File: config.mk
export PLATFORM = sky130hd
export DESIGN_NAME = btn_debounce_flat
export DESIGN_NICKNAME = d
export VERILOG_FILES = /design/src/rtl/btn_debounce_if.sv /design/src/rtl/btn_debounce.sv /design/src/flat_wrapper.sv
export SDC_FILE = /design/constraint.sdc
export NUM_CORES = 1
export LEC_CHECK = 0
export ABC_AREA = 1
export BUFFER_PORTS_ARGS = -buffer_cell sky130_fd_sc_hd__buf_2
export CORE_MARGIN = 8
export CORE_UTILIZATION = 40
export CTS_CLUSTER_SIZE = 16
export DETAILED_ROUTE_END_ITERATION = 10
export GPL_TIMING_DRIVEN = 0
export PLACE_DENSITY = 0.64
export RECOVER_POWER = 50
export SETUP_SLACK_MARGIN = 0.15
export SLEW_MARGIN = 40
export SYNTH_ARGS = -nofsm -noshare
export SYNTH_HDL_FRONTEND = slang
export SYNTH_SLANG_ARGS = --single-unit
File: constraint.sdc
create_clock -name clk -period 1.6 [get_ports clk]
set_input_delay 0 -clock clk [delete_from_list [all_inputs] [get_ports clk]]
set_output_delay 0 -clock clk [all_outputs]
set_load 0.005 [all_outputs]
File: src/rtl/btn_debounce_if.sv
// btn_debounce_if: groups the button input and the debounced outputs.
//   btn_in        raw asynchronous button, 1 = pressed
//   btn_level     debounced level
//   press_pulse   one-cycle pulse on an accepted press
//   release_pulse one-cycle pulse on an accepted release
//   long_press    one-cycle pulse once a press has been held long enough
//   press_count   8-bit wrapping count of accepted presses
// master: the side that owns the pin and reads the events.
// slave:  the debouncer itself.
interface btn_debounce_if;
  logic       btn_in;
  logic       btn_level;
  logic       press_pulse;
  logic       release_pulse;
  logic       long_press;
  logic [7:0] press_count;

  modport master (
    output btn_in,
    input  btn_level, press_pulse, release_pulse, long_press, press_count
  );

  modport slave (
    input  btn_in,
    output btn_level, press_pulse, release_pulse, long_press, press_count
  );
endinterface

File: src/rtl/btn_debounce.sv
// btn_debounce: debounces one raw active-high button into a clean level,
// single-cycle press/release/long-press events and a wrapping press count.
// Ports:
//   clk    system clock, rising edge
//   rst_n  asynchronous active-low reset
//   bus    btn_debounce_if.slave (btn_in in; level, pulses, count out)
// Every output is a flop output; btn_in only reaches logic through s1/s2.
module btn_debounce #(
  parameter int DEBOUNCE_CYCLES = 1_000_000,
  parameter int HOLD_CYCLES     = 100_000_000
) (
  input  logic           clk,
  input  logic           rst_n,
  btn_debounce_if.slave  bus
);

  localparam int DW = $clog2(DEBOUNCE_CYCLES + 1);
  localparam int HW = $clog2(HOLD_CYCLES + 1);
  localparam logic [DW-1:0] D_LAST = DW'(DEBOUNCE_CYCLES - 1);
  localparam logic [HW-1:0] H_LAST = HW'(HOLD_CYCLES - 1);
  localparam logic [HW-1:0] H_MAX  = HW'(HOLD_CYCLES);

  typedef enum logic [1:0] {
    IDLE,
    PRESS_WAIT,
    PRESSED,
    RELEASE_WAIT
  } state_t;

  state_t        state;
  logic          s1;
  logic          s2;
  logic [DW-1:0] dcnt;
  logic [HW-1:0] hcnt;
  logic          level_r;
  logic          press_r;
  logic          release_r;
  logic          long_r;
  logic [7:0]    count_r;

  // Hold counter saturates so long_press can only fire once per press.
  function automatic logic [HW-1:0] hold_next(input logic [HW-1:0] h);
    return (h == H_MAX) ? h : h + HW'(1);
  endfunction

  // Stage: two-flop synchroniser for the asynchronous pin.
  always_ff @(posedge clk or negedge rst_n) begin
    if (!rst_n) begin
      s1 <= 1'b0;
      s2 <= 1'b0;
    end else begin
      s1 <= bus.btn_in;
      s2 <= s1;
    end
  end

  // Stage: debounce FSM with registered level, events and count.
  always_ff @(posedge clk or negedge rst_n) begin
    if (!rst_n) begin
      state     <= IDLE;
      dcnt      <= '0;
      hcnt      <= '0;
      level_r   <= 1'b0;
      press_r   <= 1'b0;
      release_r <= 1'b0;
      long_r    <= 1'b0;
      count_r   <= 8'd0;
    end else begin
      press_r   <= 1'b0;
      release_r <= 1'b0;
      long_r    <= 1'b0;
      case (state)
        IDLE: begin
          if (s2) begin
            state <= PRESS_WAIT;
            dcnt  <= DW'(1);
          end else begin
            dcnt  <= '0;
          end
        end
        PRESS_WAIT: begin
          if (!s2) begin
            state <= IDLE;
            dcnt  <= '0;
          end else if (dcnt == D_LAST) begin
            state   <= PRESSED;
            level_r <= 1'b1;
            press_r <= 1'b1;
            count_r <= count_r + 8'd1;
            hcnt    <= '0;
            dcnt    <= '0;
          end else begin
            dcnt  <= dcnt + DW'(1);
          end
        end
        PRESSED: begin
          if (!s2) begin
            state <= RELEASE_WAIT;
            dcnt  <= DW'(1);
          end
          hcnt   <= hold_next(hcnt);
          long_r <= (hcnt == H_LAST);
        end
        RELEASE_WAIT: begin
          if (s2) begin
            state  <= PRESSED;
            dcnt   <= '0;
            hcnt   <= hold_next(hcnt);
            long_r <= (hcnt == H_LAST);
          end else if (dcnt == D_LAST) begin
            // Release wins over a coincident long press so events stay exclusive.
            state     <= IDLE;
            level_r   <= 1'b0;
            release_r <= 1'b1;
            hcnt      <= '0;
            dcnt      <= '0;
          end else begin
            dcnt   <= dcnt + DW'(1);
            hcnt   <= hold_next(hcnt);
            long_r <= (hcnt == H_LAST);
          end
        end
        default: begin
          state <= IDLE;
          dcnt  <= '0;
        end
      endcase
    end
  end

  assign bus.btn_level     = level_r;
  assign bus.press_pulse   = press_r;
  assign bus.release_pulse = release_r;
  assign bus.long_press    = long_r;
  assign bus.press_count   = count_r;

endmodule

File: src/flat_wrapper.sv
// flat-port wrapper written by rule: the top's interface ports become plain ports
module btn_debounce_flat 
#(
  parameter int DEBOUNCE_CYCLES = 1_000_000,
  parameter int HOLD_CYCLES     = 100_000_000
)
  (clk, rst_n, bus_btn_in, bus_btn_level, bus_press_pulse, bus_release_pulse, bus_long_press, bus_press_count);
  btn_debounce_if bus_i ();
  input  logic clk;
  input  logic rst_n;
  input wire logic [$bits(bus_i.btn_in)-1:0] bus_btn_in;
  output wire logic [$bits(bus_i.btn_level)-1:0] bus_btn_level;
  output wire logic [$bits(bus_i.press_pulse)-1:0] bus_press_pulse;
  output wire logic [$bits(bus_i.release_pulse)-1:0] bus_release_pulse;
  output wire logic [$bits(bus_i.long_press)-1:0] bus_long_press;
  output wire logic [$bits(bus_i.press_count)-1:0] bus_press_count;
  assign bus_i.btn_in = bus_btn_in;
  assign bus_btn_level = bus_i.btn_level;
  assign bus_press_pulse = bus_i.press_pulse;
  assign bus_release_pulse = bus_i.release_pulse;
  assign bus_long_press = bus_i.long_press;
  assign bus_press_count = bus_i.press_count;
  btn_debounce #(.DEBOUNCE_CYCLES(DEBOUNCE_CYCLES), .HOLD_CYCLES(HOLD_CYCLES)) u_core (.clk(clk), .rst_n(rst_n), .bus(bus_i));
endmodule
# Word-level counts from Yosys, hierarchy flattened
# Index checks and enable logic that the tools add are counted.
[totals]
out_inout_bits = 12
ff_bits = 63
[classes]
n_eq_ne = 14
reduce_logical = 7
muxes = 32
addsub = 3
[ops]
columns = ["operator", "count"]
rows = [
  ["$mux 27", 5],
  ["$pmux 27 s3", 1],
  ["$mux 20", 4],
  ["$pmux 20 s4", 1],
  ["$eq 27x27->1 const B", 2],
  ["$add 27x1->27 const B", 1],
  ["$add 20x1->20 const B", 1],
  ["$eq 20x20->1 const B", 1],
  ["$mux 1", 12],
  ["$mux 2", 6],
  ["$add 8x1->8 const B", 1],
  ["$ne 2x1->1 const B", 4],
  ["$pmux 2 s4", 1],
  ["$reduce_and 3->1", 2],
  ["$reduce_and 5->1", 1],
  ["$eq 2x2->1 const B", 2],
  ["$ne 2x2->1 const B", 2],
  ["$pmux 1 s2", 2],
  ["$reduce_and 4->1", 1],
  ["$ne 3x1->1 const B", 1],
  ["$ne 3x3->1 const B", 1],
  ["$reduce_bool 3->1", 1],
  ["$eq 2x1->1 const B", 1],
  ["$logic_not 2->1", 1],
  ["$reduce_bool 2->1", 1],
]

# Logic depth before layout (Yosys ltp)
# Gate-level depths: netlist (run 1).
[depth]
ltp_word = 5
ltp_mapped = 11

# Least setup slack after synthesis (run 1)
# Ideal clock, no wire load.
[synth_path]
path_type = "flip-flop to flip-flop"
from = "register u_core.dcnt[0]"
to = "register u_core.dcnt[1]"
required_time_ns = 1.479
arrival_time_ns = 1.443
setup_slack_ns = 0.036
setup_ns = 0.121
n_path_buf = 1
path_stages_with_launch = 11
path_cell_list = "dfrtp_1 ha_1 nand2_2 nor2_4 inv_2 nor2_4 nand2_2 nand2_4 inv_4 buf_6 a22o_1"
[synth_via]
elab_chain_cells = 4
[synth_lines]
columns = ["item", "line_no", "rtl"]
rows = [
  ["from (decl)", "btn_debounce.sv:33", "logic [DW-1:0] dcnt;"],
  ["from (signal assigned)", "btn_debounce.sv:93", "dcnt <= dcnt + DW'(1);"],
  ["from (signal assigned)", "btn_debounce.sv:118", "dcnt <= dcnt + DW'(1);"],
  ["$add 20x1->20 or $eq 20x20->1 (tied branches)", "-", ""],
  ["$mux 20 (*)", "btn_debounce.sv:85, btn_debounce.sv:110", ""],
  ["$mux 20 (on tied branches)", "btn_debounce.sv:105, btn_debounce.sv:82", ""],
  ["$pmux 20 s4 (*)", "btn_debounce.sv:72", "case (state)"],
]
# Mark *: on every way between the ends. The rest lies on a longest branch, timed or not.
# A chain may end at the register's enable or synchronous reset.

# Worst setup path after layout (run 1)
[layout_path]
from = "register u_core.dcnt[1]"
to = "register u_core.dcnt[15]"
# The elaborated chain is that of the path after synthesis.

==> flow_summary.yaml, run 1 <==
synth:
  syn_area_mm2: 0.00421
  synth_cells: 595
  syn-mean-instance-area_um2: 7.08
  ys_seq_elements: 63
  synth_nets: 602
  ys_types: 40
  ys_seq_area_frac: 0.374
  yosys_warnings: 0
worst_hold_path:
  hold_class: "in2reg"
  hold_depth: 2
  whs_endpoint: "u_core.s1"
  hold_start: "bus_btn_in"
sta:
  fin_worst_skew_ns: 0.0142
  tightest_slew_ns: 1.26
  drv_slew: 0
  slew-limit-headroom: 0.160
  final_hold_viol_count: 0
  period_needed_ns: 1.67
  setup-violations-final: 13
  clock.fmax_mhz: 599
  fin_ws_ns: -0.0683
  post-route-period-util: 1.04
  rsz0062_at_grt: "true"
routing:
  drt-vias-per-instance: 5.25
  route.detailed.drc: 0
  firstDrtPassIters: 5
  vias: 4314
  first_iter_violations: 277
  wirelength_mm: 12.0
  routedWlPerCell_um: 14.6
  ant_nets: 0
place:
  place_congestion: 0.913
  post_dp_cell_area_mm2: 0.00450
  portBuffers: 14
  dp_hpwl_mm: 7.62
  dp_slack_ns: -0.189
pwr:
  max-vdd-ir-drop_uv: 787
  power_density_mw_per_mm2: 1100
  p_leak_nw: 2.61
setup_path:
  worstSetupPathType: "reg2reg"
  arrival_ns: 1.89
  r2r_slack_ns: -0.07
  path_max_fanout: 5
  r2r_end: "u_core.dcnt[15]"
  worstPathRequired_ns: 1.82
  r2r-start: "u_core.dcnt[1]"
  worst-r2r-cell-count: 11
  worstSetupEndpointType: "register"
  start_kind: "register"
cells_and_area:
  antennaDiodeCount: 0
  multi_input_area_mm2: 0.00274
  syn2layout_area_growth_pct: 37.5
  layout_common_cells: "nand2_1, inv_1, nor2_1, buf_4, dfrtp_1"
  nets: 688
  drive_gt1_frac: 0.367
  regArea_mm2: 0.00160
  final_common_cell: "nand2_1"
  utilization: 0.563
  final_area_mm2: 0.00579
  fillCellCount: 947
clocking:
  clk_latency_ns: 0.36
  cts_sinks: 63
  cts_tree: "done"
  cts_inserted_buffers: 9
  clk_path_buf_depth: 2
  ctsHtreeMaxLevel: 3
  cts_root_buffer: "clkbuf_8"
  cts.clk_slew.worst_paths_ns: 0.08
grt:
  grt_pass1_wl_mm: 19.8
  grt-ovfl-total: 0
  grt_pass1_vias: 4239
  grt_max_degree: 45
  track_usage: 0.168
  busiest_layer: "met2"
  grt_util_met3: 0.0352
  antenna_found_initial: 0
  use_met2: 0.298
  met1_usage: 0.195
die:
  fp-row-count: 37
  die_x_um: 119
  io_pins: 15
  die-area_mm2: 0.0141
  core_mm2: 0.0103
  initial_core_util: 0.410
  die_y_um: 119
run_status:
  violations: "negative setup slack"
  status: "complete, but fails checks"
run:
  cap_violations: 0
## stage by stage
stage	hold WS [ns]	TNS (ns)	power, W	std cells
finish	0.288	-0.305	0.00638	822
global route	0.296	-4.03	0.00670	822
CTS	0.0550	-0.514	0.00607	802
detailed placement	-0.133	-6.73	0.00360	746
global placement	0.110	-5.95	0.00356	745
floorplan	-0.296	0	0.00315	595
## cell usage after synthesis, drive strengths merged
cell	number	area share
nand2	187	0.18
nor2	85	0.095
inv	79	0.071
dfrtp	63	0.37
nand3	44	0.058
nand4	25	0.037
o21ai	25	0.031
o211ai	17	0.030
buf	12	0.022
xor2	11	0.023
nor3	9	0.015
a21oi	8	0.011
xnor2	7	0.015
o22ai	6	0.0089
ha	4	0.012
a21boi	2	0.0036
a31oi	2	0.0030
nor4	2	0.0030
a22o	1	0.0021
a2bb2oi	1	0.0021
and3	1	0.0015
clkbuf	1	0.00089
nand3b	1	0.0018
nor4b	1	0.0021
o21bai	1	0.0018
## power by group
group / switching, W / total, W / leakage [nW] / internal, W
Clock: 0.000702 / 0.00143 / 0.101 / 0.000731
Sequential: 0.000152 / 0.00186 / 0.836 / 0.00171
Combinational: 0.00171 / 0.00309 / 1.67 / 0.00138
## worst max-delay path by stage
stage	slack, ns	from	end	depth (start not counted)
floorplan	0.07	u_core.dcnt[0]	u_core.dcnt[1]	10
global placement	-0.18	u_core.dcnt[0]	u_core.hcnt[24]	9
detailed placement	-0.19	u_core.dcnt[0]	u_core.dcnt[1]	10
CTS	-0.05	u_core.dcnt[0]	u_core.dcnt[15]	11
global route	-0.13	u_core.dcnt[14]	u_core.hcnt[21]	11
finish	-0.07	u_core.dcnt[1]	u_core.dcnt[15]	11
## critical path: stages, from the launching register on
cell     delay (ns)
dfrtp_1        0.40
ha_4           0.20
nand2_4        0.07
nor2_4         0.11
inv_2          0.06
nor2_4         0.14
nand2_2        0.08
nand2_4        0.10
inv_6          0.06
buf_8          0.14
o21ai_1        0.09
o22ai_1        0.08
## cell type report
cell class | count | area share
Multi-Input combinational cell | 440 | 0.473
Clock inverter | 6 | 0.0121
Tap cell | 136 | 0.0294
Buffer | 13 | 0.0197
Inverter | 79 | 0.0529
Clock buffer | 10 | 0.0220
Sequential cell | 63 | 0.276
Timing Repair Buffer | 75 | 0.114
## registers in the layout, summed over array words and instances, names as in the netlist, named ones only
signal / count
u_core.s2: 1
u_core.state: 1
u_core.hcnt: 27
u_core.bus.press_pulse: 1
u_core.bus.long_press: 1
u_core.dcnt: 20
u_core.bus.release_pulse: 1
u_core.bus.press_count: 8
u_core.bus.btn_level: 1
u_core.s1: 1
## kinds of logic (layout without fill, tap and decap cells)
kind of cell             count (synthesis)  in the layout  synth area share
AND/OR/NAND/NOR                        355            355             0.389
buffers and inverters                   92            183            0.0939
AO/OA/AOI/OAI                           63             63            0.0936
flip-flops                              63             63             0.374
XOR/XNOR                                18             18            0.0374
adder cells (fa/ha/maj)                  4              4            0.0119
## metal layers
layer,wire length (um),vias to the layer above
li1,-,2099
met1,4950,2058
met2,6230,130
met3,632,27
met4,218,0
met5,0,-
## repair_timing
item,CTS,global route
endpoints found under the setup margin,61,61
buffers inserted,33,20
endpoints found under the hold margin,64,0
resized for setup,103,68
hold buffers,2,0
pin swaps,27,30
gates cloned,5,0
Note: power is estimated with default switching activity, not from simulation.
==> inputs of run 2 (changes only) <==
Clock period 1.6 ns to 1.4 ns, I/O delays scaled along.
==> flow_summary.yaml, run 2 (synthesized netlist as in run 1, its figures left out) <==
run_status:
  violations: "negative setup slack"
  status: "complete, but fails checks"
pwr:
  clkPwrFrac: 0.247
  p_comb_frac: 0.463
  internal_power_w: 0.00446
  power_density_mw_per_mm2: 1300
  post-layout-total-power_w: 0.00737
  switching_share: 0.394
  max-vdd-ir-drop_uv: 708
  p_leak_nw: 2.59
  switchingPower_w: 0.00290
  pwr-share-seq: 0.290
clocking:
  ctsHtreeMaxLevel: 3
  clk_path_buf_depth: 2
  cts_sinks: 63
  cts_root_buffer: "clkbuf_8"
  cts.clk_slew.worst_paths_ns: 0.09
  cts_tree: "done"
  clk_latency_ns: 0.35
  cts_inserted_buffers: 9
cells_and_area:
  syn2layout_area_growth_pct: 34.7
  top_register: "u_core.hcnt"
  drive_gt1_frac: 0.340
  final_common_cell: "nand2_1"
  nets: 679
  final-instance-count-excl-fill: 813
  largest_reg_flops: 27
  antennaDiodeCount: 0
  layout_common_cells: "nand2_1, inv_1, nor2_1, dfrtp_1, buf_4"
setup_path:
  cp_common_cell: "nor2_1"
  worstSetupPathType: "reg2reg"
  worst-path-buf-inv: 2
  start_kind: "register"
  slowest_stage: "dfrtp_1"
  worst-r2r-cell-count: 10
  path_cells: "inv_1, nor2_1, nand2_1, nor2_2, nand3_4, nand2_4, nand2_8, buf_6, nor2_4, nor2_1"
  path_max_fanout: 6
  cp_top_family: "simple AND/OR/NAND/NOR gates"
  worstSetupEndpointType: "register"
  max_stage_delay_ns: 0.39
  worstSetupPathDepth: 10
  r2r-start: "u_core.dcnt[9]"
  r2r_slack_ns: -0.26
  r2r_end: "u_core.hcnt[18]"
  worstPathRequired_ns: 1.65
  arrival_ns: 1.91
grt:
  antenna_found_initial: 0
  track_usage: 0.171
  grt-ovfl-total: 0
  grt_max_degree: 33
  grt_pass1_vias: 4241
  grt_pass1_wl_mm: 20.0
sta:
  post-route-period-util: 1.18
  setup_tns_ns: -12.05
  final_hold_viol_count: 0
  tightest_slew_ns: 0.845
  period_needed_ns: 1.66
  rsz0062_at_grt: "true"
  fin_worst_skew_ns: 0.0168
  clock.fmax_mhz: 603
  setup-violations-final: 61
  fin_ws_ns: -0.258
  slew-limit-headroom: 0.437
  drv_slew: 0
routing:
  drt-vias-per-instance: 5.23
  ant_nets: 0
  wirelength_mm: 12.0
  vias: 4253
  route.detailed.drc: 0
  first_iter_violations: 260
  firstDrtPassIters: 7
  routedWlPerCell_um: 14.8
worst_hold_path:
  hold_class: "in2async"
place:
  dp_hpwl_mm: 7.59
  portBuffers: 14
  place_congestion: 0.893
  placed_cells: 746
die:
  die-area_mm2: 0.0141
  io_pins: 15
  die_x_um: 119
  die_y_um: 119
  initial_core_util: 0.410
  fp-row-count: 37
  core_mm2: 0.0103
run:
  cap_violations: 0
==> run 2: changes by cell type in the layout (fill, tap and decap cells not counted), moves of 2 or more <==
cell | previous run | this run
o21ai_2 | 6 | 8
nor2_2 | 14 | 17
nor2_1 | 50 | 52
nand2_1 | 149 | 158
buf_4 | 47 | 40
nor2_4 | 21 | 16
nand2_2 | 26 | 17
nor3_2 | 4 | 1
inv_1 | 65 | 67
buf_16 | 4 | 2
nor3_4 | 1 | 3
==> run 2: worst register-to-register path, cell delays in order (launching register included) <==
cell     delay, ns
dfrtp_1       0.39
inv_1         0.12
nor2_1        0.11
nand2_1       0.07
nor2_2        0.13
nand3_4       0.14
nand2_4       0.12
nand2_8       0.10
buf_6         0.17
nor2_4        0.14
nor2_1        0.07
==> run 2: repair_timing <==
item                                    in CTS  in global routing
cloned                                       4                  1
hold endpoints to repair                    64                  0
gates resized for setup                     94                 57
hold buffers                                 2                  0
pin swaps                                   21                 19
endpoints found under the setup margin      61                 61
buffers inserted                            35                  9
==> run 2: how the worst max path moves through the flow <==
| stage | start | end | slack (ns) |
|---|---|---|---|
| 2_1_floorplan | u_core.dcnt[0] | u_core.dcnt[1] | -0.13 |
| 3_3_place_gp | u_core.dcnt[0] | u_core.hcnt[24] | -0.38 |
| 3_5_place_dp | u_core.dcnt[0] | u_core.hcnt[21] | -0.42 |
| 4_1_cts | u_core.dcnt[0] | u_core.bus.press_count[7] | -0.23 |
| 5_1_grt | u_core.dcnt[9] | u_core.hcnt[18] | -0.37 |
| 6_report | u_core.dcnt[9] | u_core.hcnt[18] | -0.26 |
==> run 2: final cells by class <==
| class | instances | area [um2] |
|---|---|---|
| Buffer | 13 | 116 |
| Clock buffer | 10 | 128 |
| Clock inverter | 6 | 93.8 |
| Fill cell | 912 | 4610 |
| Inverter | 79 | 304 |
| Multi-Input combinational cell | 440 | 2690 |
| Sequential cell | 63 | 1600 |
| Tap cell | 136 | 170 |
| Timing Repair Buffer | 66 | 573 |
==> run 2: through the flow <==
| stage | hold WS [ns] | setup slack, ns | cell area (um2) | utilization |
|---|---|---|---|---|
| 2_1_floorplan | -0.296 | -0.133 | 4220 | - |
| 5_1_grt | 0.273 | -0.367 | 5670 | 0.552 |
| 4_1_cts | 0.0914 | -0.234 | 5400 | 0.525 |
| 3_3_place_gp | 0.110 | -0.381 | 4460 | 0.434 |
| 6_report | 0.275 | -0.258 | 5670 | 0.552 |
| 3_5_place_dp | -0.0903 | -0.415 | 4490 | 0.437 |
==> run 2: per-layer routing <==
layer	vias up	global-route usage	wire, um
li1	2080	-	-
met1	1992	0.208	5060
met2	149	0.291	5910
met3	32	0.0381	718
met4	0	0.0609	354
met5	-	0	0
==> run 2: power groups by stage <==
stage	clock [W]	sequential [W]	combinational, W
2_1_floorplan	0	0.00210	0.00151
3_3_place_gp	0	0.00215	0.00192
3_5_place_dp	0	0.00215	0.00196
4_1_cts	0.00187	0.00212	0.00301
5_1_grt	0.00193	0.00215	0.00365
6_report	0.00182	0.00214	0.00341
==> inputs of run 3 (changes only) <==
Settings changed: ABC_AREA 1 to default, PLACE_DENSITY 0.64 to 0.62, SLEW_MARGIN 40 to 20.
Clock period 1.4 ns to 1.6 ns, I/O delays scaled along.
==> flow_summary.yaml, run 3 <==
setup_path:
  worstPathRequired_ns: 1.82
  r2r_end: "u_core.hcnt[24]"
  path_max_fanout: 6
  arrival_ns: 2.51
  worst-r2r-cell-count: 8
  r2r-start: "u_core.dcnt[6]"
  start_kind: "register"
  r2r_slack_ns: -0.69
  worstSetupPathType: "reg2reg"
  worstSetupEndpointType: "register"
grt:
  grt_pass1_wl_mm: 15.1
  track_usage: 0.159
  grt_max_degree: 57
  grt-ovfl-total: 0
  antenna_found_initial: 0
  grt_pass1_vias: 3060
die:
  die_y_um: 109
  io_pins: 15
  fp-row-count: 34
  die_x_um: 109
  initial_core_util: 0.406
  core_mm2: 0.00855
  die-area_mm2: 0.0119
routing:
  routedWlPerCell_um: 16.7
  first_iter_violations: 184
  firstDrtPassIters: 5
  vias: 3269
  route.detailed.drc: 0
  ant_nets: 0
  wirelength_mm: 9.23
  drt-vias-per-instance: 5.91
clocking:
  cts_tree: "done"
  clk_latency_ns: 0.35
  ctsHtreeMaxLevel: 3
  cts_sinks: 63
  cts.clk_slew.worst_paths_ns: 0.08
  cts_root_buffer: "clkbuf_8"
  clk_path_buf_depth: 2
  cts_inserted_buffers: 9
synth:
  syn_area_mm2: 0.00347
  syn-mean-instance-area_um2: 9.22
  synth_most_common_cell: "dfrtp_1"
  synth_cells: 376
  ys_types: 52
  yosys_warnings: 0
  synth_top_cell_by_area: "dfrtp_1"
  synthTopCellsByCount: "dfrtp_1, nand2_1, a31oi_1"
  synth_nets: 383
  synth_edf_count: 0
  synth_area_leaders: "dfrtp_1, a31oi_1, nand2_1, nand3_1, o21ai_0"
  synthDominantCellAreaShare: 0.455
  ys_seq_area_frac: 0.455
  ys_seq_elements: 63
  yosys_most_used_dff: "dfrtp_1"
  ys_async_sr_fraction: 1.00
cells_and_area:
  syn2layout_area_growth_pct: 32.6
  regArea_mm2: 0.00158
  top_register: "u_core.hcnt"
  largest_reg_flops: 27
  nets: 448
  antennaDiodeCount: 0
  multi_input_area_mm2: 0.00205
  fillCellCount: 740
  drive_gt1_frac: 0.292
  final_common_cell: "dfrtp_1"
  final-instance-count-excl-fill: 553
  layout_common_cells: "dfrtp_1, nand2_1, buf_4, a31oi_1, nand3_1"
sta:
  setup-violations-final: 61
  drv_slew: 0
  period_needed_ns: 2.29
  rsz0062_at_grt: "true"
  post-route-period-util: 1.43
  fin_worst_skew_ns: 0.0161
  hold_slack_ns: 0.0882
  final_hold_viol_count: 0
  slew-limit-headroom: 0.422
  tightest_slew_ns: 0.864
  clock.fmax_mhz: 437
  fin_ws_ns: -0.688
place:
  place_congestion: 0.849
  dp_hpwl_mm: 5.53
  placed_cells: 499
  portBuffers: 14
pwr:
  power_density_mw_per_mm2: 693
  max-vdd-ir-drop_uv: 464
  p_leak_nw: 2.00
run_status:
  violations: "negative setup slack"
  status: "complete, but fails checks"
run:
  cap_violations: 0
worst_hold_path:
  hold_class: "in2async"
==> run 3: cell type report <==
type | count | area share
Clock buffer | 12 | 0.0337
Multi-Input combinational cell | 285 | 0.445
Inverter | 10 | 0.00816
Clock inverter | 3 | 0.00925
Tap cell | 108 | 0.0294
Timing Repair Buffer | 54 | 0.0947
Sequential cell | 63 | 0.343
Buffer | 18 | 0.0370
==> run 3: stage by stage <==
stage | power, W | TNS (ns) | util | setup slack, ns | cell area, um2
2_1_floorplan | 0.00171 | -23.95 | - | -0.566 | 3530
3_3_place_gp | 0.00175 | -41.09 | 0.437 | -0.899 | 3740
3_5_place_dp | 0.00177 | -41.31 | 0.441 | -0.896 | 3770
4_1_cts | 0.00322 | -28.97 | 0.504 | -0.677 | 4310
5_1_grt | 0.00332 | -33.50 | 0.538 | -0.756 | 4600
6_report | 0.00319 | -28.93 | 0.538 | -0.688 | 4600
==> run 3: worst max-delay path, cell delays in order (launching register included) <==
cell and delay [ns]:
dfrtp_1 0.40, or4b_4 0.54, or2_1 0.24, buf_6 0.14
o31a_1 0.30, buf_6 0.17, buf_8 0.12, a32oi_1 0.17
nand2_1 0.08
==> run 3: worst max-delay path by stage <==
stage,startpoint,cells after the start,end
floorplan,u_core.dcnt[0],9,u_core.hcnt[24]
global placement,u_core.dcnt[0],7,u_core.hcnt[1]
detailed placement,u_core.dcnt[0],7,u_core.hcnt[1]
CTS,u_core.dcnt[15],8,u_core.hcnt[21]
global route,u_core.dcnt[6],8,u_core.hcnt[22]
finish,u_core.dcnt[6],8,u_core.hcnt[24]
==> run 3: timing repair <==
item / CTS / global route
pin swaps: 13 / 22
gates cloned: 1 / 2
gates resized for setup: 33 / 47
buffers inserted: 22 / 12
endpoints found under the setup margin: 61 / 61
hold buffers: 2 / 0
hold endpoints to repair: 64 / 0
==> run 3: power breakdown <==
| part | internal [W] | total (W) | switching, W |
|---|---|---|---|
| logic | 0.0000553 | 0.000139 | 0.0000835 |
| clock network | 0.000794 | 0.00142 | 0.000625 |
| registers | 0.00161 | 0.00163 | 0.0000193 |
==> run 3: logic make-up after synthesis <==
| kind of cell | synth area share |
|---|---|
| simple gates | 0.258 |
| compound gates | 0.198 |
| flops | 0.455 |
| buf+inv | 0.0364 |
| xor+xnor | 0.0354 |
| fa+ha+maj | 0.0144 |
| mux | 0.00325 |
==> run 3: per-layer routing <==
metal,up-vias,wire length (um),global-route usage
met1,1602,4280,0.206
met4,0,110,0.0469
met3,11,485,0.0473
met2,98,4350,0.250
met5,-,0,0
li1,1558,-,-
